<file path="src/rtl/mwc_match.sv">
// Combinational compare of one write against the expected table, lowest index wins.
module mwc_match #(
    parameter int DW   = 32,
    parameter int AW   = 16,
    parameter int NEXP = 4
) (
    input  logic [NEXP-1:0]    valid,
    input  logic [NEXP-1:0]    eligible,
    input  logic [NEXP*AW-1:0] tbl_addr,
    input  logic [NEXP*DW-1:0] tbl_data,
    input  logic [AW-1:0]      addr,
    input  logic [DW-1:0]      data,
    output logic               hit,
    output logic [4:0]         hit_idx,
    output logic [NEXP-1:0]    hit_onehot,
    output logic               addr_hit
);

    // NOTE: every output gets a default before the loop so no path leaves one unassigned (no latch).
    always_comb begin
        hit        = 1'b0;
        hit_idx    = '0;
        hit_onehot = '0;
        addr_hit   = 1'b0;
        // Walk downwards so the lowest matching index is the last one written.
        for (int i = NEXP - 1; i >= 0; i--) begin
            if (valid[i] && tbl_addr[i*AW +: AW] == addr) addr_hit = 1'b1;
            if (eligible[i] && tbl_addr[i*AW +: AW] == addr && tbl_data[i*DW +: DW] == data) begin
                hit     = 1'b1;
                hit_idx = 5'(i);
            end
        end
        for (int i = 0; i < NEXP; i++) begin
            hit_onehot[i] = hit && (hit_idx == 5'(i));
        end
    end

endmodule

</file>
<file path="config.mk">
export PLATFORM = sky130hd
export DESIGN_NAME = mwc_match
export DESIGN_NICKNAME = d
export VERILOG_FILES = /design/src/rtl/mwc_match.sv
export SDC_FILE = /design/constraint.sdc
export NUM_CORES = 1
export LEC_CHECK = 0
export BUFFER_PORTS_ARGS = -buffer_cell sky130_fd_sc_hd__buf_2
export CAP_MARGIN = 10
export CORE_AREA = 3 3 99 101
export DETAILED_ROUTE_END_ITERATION = 8
export DIE_AREA = 0 0 102 104
export PLACE_DENSITY = 0.75
export SKIP_LAST_GASP = 1
export SLEW_MARGIN = 20
export SYNTH_ARGS = -nofsm -noshare
export SYNTH_HDL_FRONTEND = slang
export SYNTH_SLANG_ARGS = --single-unit
</file>
<file path="constraint.sdc">
create_clock -name vclk -period 1.8
set_input_delay 0.09 -clock vclk [all_inputs]
set_output_delay 0.09 -clock vclk [all_outputs]
set_load 0.03 [all_outputs]
</file>
## Word level (Yosys, flattened, before mapping)

Index checks and enable logic that the tools add are counted.

| cells by class | value |
|---|---|
| eq/ne operators | 11 |
| multiplexer cells | 12 |
| reduce and logical (&&, ||, !) cells | 17 |

Operators by type and width:

| operator | number |
|---|---|
| equality test 32 bit | 4 |
| equality test 16 bit | 4 |
| logical AND 1 bit | 16 |
| two-way mux 5 bit | 3 |
| equality test 5 x 2 -> 1 bit (second input constant) | 2 |
| two-way mux 1 bit | 8 |
| equality test 5 x 1 -> 1 bit (second input constant) | 1 |
| zero test 5 bit | 1 |
| two-way mux 2 bit | 1 |

| word-level totals | value |
|---|---|
| register bits after elaboration | 0 |
| logic and storage cells | 40 |

## Logic depth before layout (Yosys ltp)

| depth | value |
|---|---|
| word-level depth | 9 |
| gate-level depth with buffers | 7 |
| depth with buffers taken out | 6 |

## Least setup slack after synthesis

OpenSTA, ideal clock, no wires.

| timing path | value |
|---|---|
| path type | input to output |
| start | input data[20] |
| end | output hit_onehot[3] |
| arrival time | 1.727 ns |
| data required time | 1.710 ns |
| slack | -0.017 ns |
| cell stages on the path | 6 |
| path buffers | 1 |
| path through | clkbuf_1 xnor2_1 nand4_1 nor4_2 nand4_1 nor3b_1 |

| on the way | value |
|---|---|
| cells in the longest elaborated chain, start to end | 8 |

RTL lines:

| element | line | source |
|---|---|---|
| from (decl) | 12 | `input logic [DW-1:0] data,` |
| equality test 32 bit | 28 | `if (eligible[i] && tbl_addr[i*AW +: AW] == addr && tbl_data[i*DW +: DW] == data) begin` |
| logical AND 1 bit | 28 |  |
| two-way mux 2 bit | 28 |  |
| two-way mux 5 bit (3 in series) | 28 |  |
| equality test 5 x 2 -> 1 bit | 34 | `hit_onehot[i] = hit && (hit_idx == 5'(i));` |
| logical AND 1 bit * | 34 |  |
| to (decl) | 15 | `output logic [NEXP-1:0] hit_onehot,` |

Every way passes the cells marked *; elsewhere a longest branch is shown, timed or not.

## Worst setup path after layout

| timing path | value |
|---|---|
| start | input addr[12] |
| end | output hit |

| on the way | value |
|---|---|
| cells in the longest elaborated chain, start to end | 7 |

RTL lines:

| element | line | source |
|---|---|---|
| from (decl) | 11 | `input logic [AW-1:0] addr,` |
| equality test 16 bit | 28 |  |
| logical AND 1 bit (2 in series) | 28 |  |
| two-way mux 1 bit (3 in series) | 28 |  |
| two-way mux 1 bit * | 28 |  |
| to (decl) | 13 | `output logic hit,` |

Marks and branches as above.

==> results.sh <==
export IMPL_run_status="complete, no violations"
export IMPL_layout_common_cells="236 x buf_2, 139 x xnor2_1, 44 x buf_4, 41 x nand4_1, 37 x xnor2_2"
export IMPL_synth_area_leaders="xnor2_1 59%, nand4_1 10%, buf_6 5.3%, xnor2_2 3.8%, xor2_1 3.4%"
export IMPL_dieHeight_um=104
export IMPL_sequential_cell_total=0
export IMPL_timing_setup_critical_path_class="input pin to output pin"
export IMPL_largest_net_degree_at_the_start_of_global_routing=6
export IMPL_max_cap_violations=0
export IMPL_clock_buffer_count=0
export IMPL_detail_route_iter0_violations=47
export IMPL_die_area_sq_mm=0.01061
export IMPL_hold_buffers=0
export IMPL_globalRouteOverflowTotal=0
export IMPL_stdcell_count=693
export IMPL_powerDensity_mw_per_mm2=241.7
export IMPL_drt_pass1_iterations=4
export IMPL_finish_net_count=832
export IMPL_grt_pass1_vias=3496
export IMPL_post_route_util_pct=49.86
export IMPL_syn_instance_count=317
export IMPL_leakagePower_nw=2.117
export IMPL_drt_antenna_violating_nets=0
export IMPL_ir_worst_vdd_uv=120.2
export IMPL_timing_fmax_mhz=563.5
export IMPL_chipWidth_um=102
export IMPL_gr_usage_all_layers_pct=21.47
export IMPL_dpl_cell_area_sq_mm=0.004110
export IMPL_row_count=35
export IMPL_synth_seq_area_share_pct=0
export IMPL_vias_per_cell=4.687
export IMPL_placed_cells_incl_taps=695
export IMPL_layout_commonest_cell="buf_2"
export IMPL_synth_largest_type_area_fraction_pct=58.73
export IMPL_insertedDiodeCount=0
export IMPL_synth_top_cell_by_area="xnor2_1"
export IMPL_synthToLayoutAreaGrowth_pct=78.12
export IMPL_via_count=3248
export IMPL_synth_cell_type_count=28
export IMPL_layout_drive_gt1_share_pct=61.17
export IMPL_core_area_sq_mm=0.009109
export IMPL_critPathMaxFanout=4
export IMPL_slew_limit_fails=0
export IMPL_place_ws_ps=-226.5
export IMPL_cp_data_required_time_ps=1710
export IMPL_report_final_hold_viol_count=0
export IMPL_arrival_ps=1680
export IMPL_cpPeakStageDelay_ps=330
export IMPL_critical_path_endpoint_type="output pin"
export IMPL_post_route_min_period_ps=1775
export IMPL_routed_wl_um=12920
export IMPL_post_dp_hpwl_um=11680
export IMPL_final_design_area_no_fill_sq_mm=0.004542
export IMPL_seqCellArea_sq_um=0
export IMPL_worst_path_max_delay_cell="nor4_4"
export IMPL_detail_route_wl_per_cell_um=18.64
export IMPL_top_level_ports=259
export IMPL_cpLargestDelayFamily="simple AND/OR/NAND/NOR gates"
export IMPL_syn_cell_area_sq_mm=0.002550
export IMPL_grt_first_pass_wirelength_um=17330
export IMPL_weighted_congestion_at_the_end_of_routability_driven_global_placement=0.8852
export IMPL_synth_warning_count=0
export IMPL_synth_area_per_cell_sq_um=8.044
export IMPL_worst_setup_sp_type="input pin"
export IMPL_place_port_buffers=256
export IMPL_path_buf_inv=2
export IMPL_floorplan_initialDensity_pct=27.99
export IMPL_final_setup_viol_count=0
export IMPL_number_of_filler_cells_placed_in_the_layout=867
export IMPL_final_period_utilization_pct=98.58
export IMPL_hold_class="input pin to output pin"
export IMPL_rsz0062_at_grt="true"
export IMPL_final_setup_worst_slack_ps=25.49
export IMPL_initial_antenna_violation_count=1
export IMPL_drc=0
export IMPL_cp_cell_sequence="buf_2, xnor2_1, nand4_1, nor4_4, and4_4, nand2b_4, nand3b_1, buf_6"
## Yosys cell counts (all sizes together)
library cell  number
o221ai             2
nand2b             4
a22oi              2
and4               1
buf               22
nor3               4
xnor2            178
a21oi              4
nor4              10
conb               1
nand4             43
nor3b              3
nand3b             1
xor2              10
and3               2
nand3              6
clkbuf            17
nand2              1
inv                4
nor2               2
## per-stage QoR
step / power [mW] / TNS [ps] / hold WS, ps
floorplan: 0.5321 / 0 / 442.3
detailed placement: 0.9918 / -926.8 / 622.2
CTS: 1.046 / 0 / 626.5
finish: 1.098 / 0 / 596.9
global route: 1.171 / -198.1 / 636.2
global placement: 0.9803 / -1040 / 624.6
## kinds of logic (layout without fill, tap and decap cells)
logic type             count (synthesis)  count (layout)  synth area share [%]
XOR/XNOR                             188             188                 67.08
AND/OR/NAND/NOR                       77              77                 20.02
buffers and inverters                 43             306                 10.70
AO/OA/AOI/OAI                          8               8                 2.061
other                                  1               3                0.1471
## path summary, 6_finish.rpt
kind | slack, ps | endpoint | cells after the start | from
worst max-delay path | 30 | hit | 8 | addr[12]
worst min-delay path | 600 | addr_hit | 4 | valid[2]
## power breakdown
group / switching (mW) / internal, mW / total (mW)
Combinational: 0.475 / 0.623 / 1.10
Clock: 0 / 0 / 0
Sequential: 0 / 0 / 0
Total: 0.475 / 0.623 / 1.10
## cell type report
cell class                      count  area (sq um)  area share, %
Inverter                            4         15.01         0.3306
Tap cell                          111         138.9          3.058
Multi-Input combinational cell    276          2611          57.49
Timing Repair Buffer              302          1777          39.12
## layer usage
metal	vias up	routed length (um)	track usage, %
li1	1577	-	-
met1	1466	4248	20.28
met2	183	7427	46.80
met3	20	965	2.482
met4	2	261	3.561
met5	-	13	0
## timing repair
action                                  CTS  global route
buffers inserted                          1             3
gates resized for setup                  37            47
pin swaps                                22            18
endpoints found under the setup margin    7             6
Note: power is estimated with default switching activity, not from simulation.
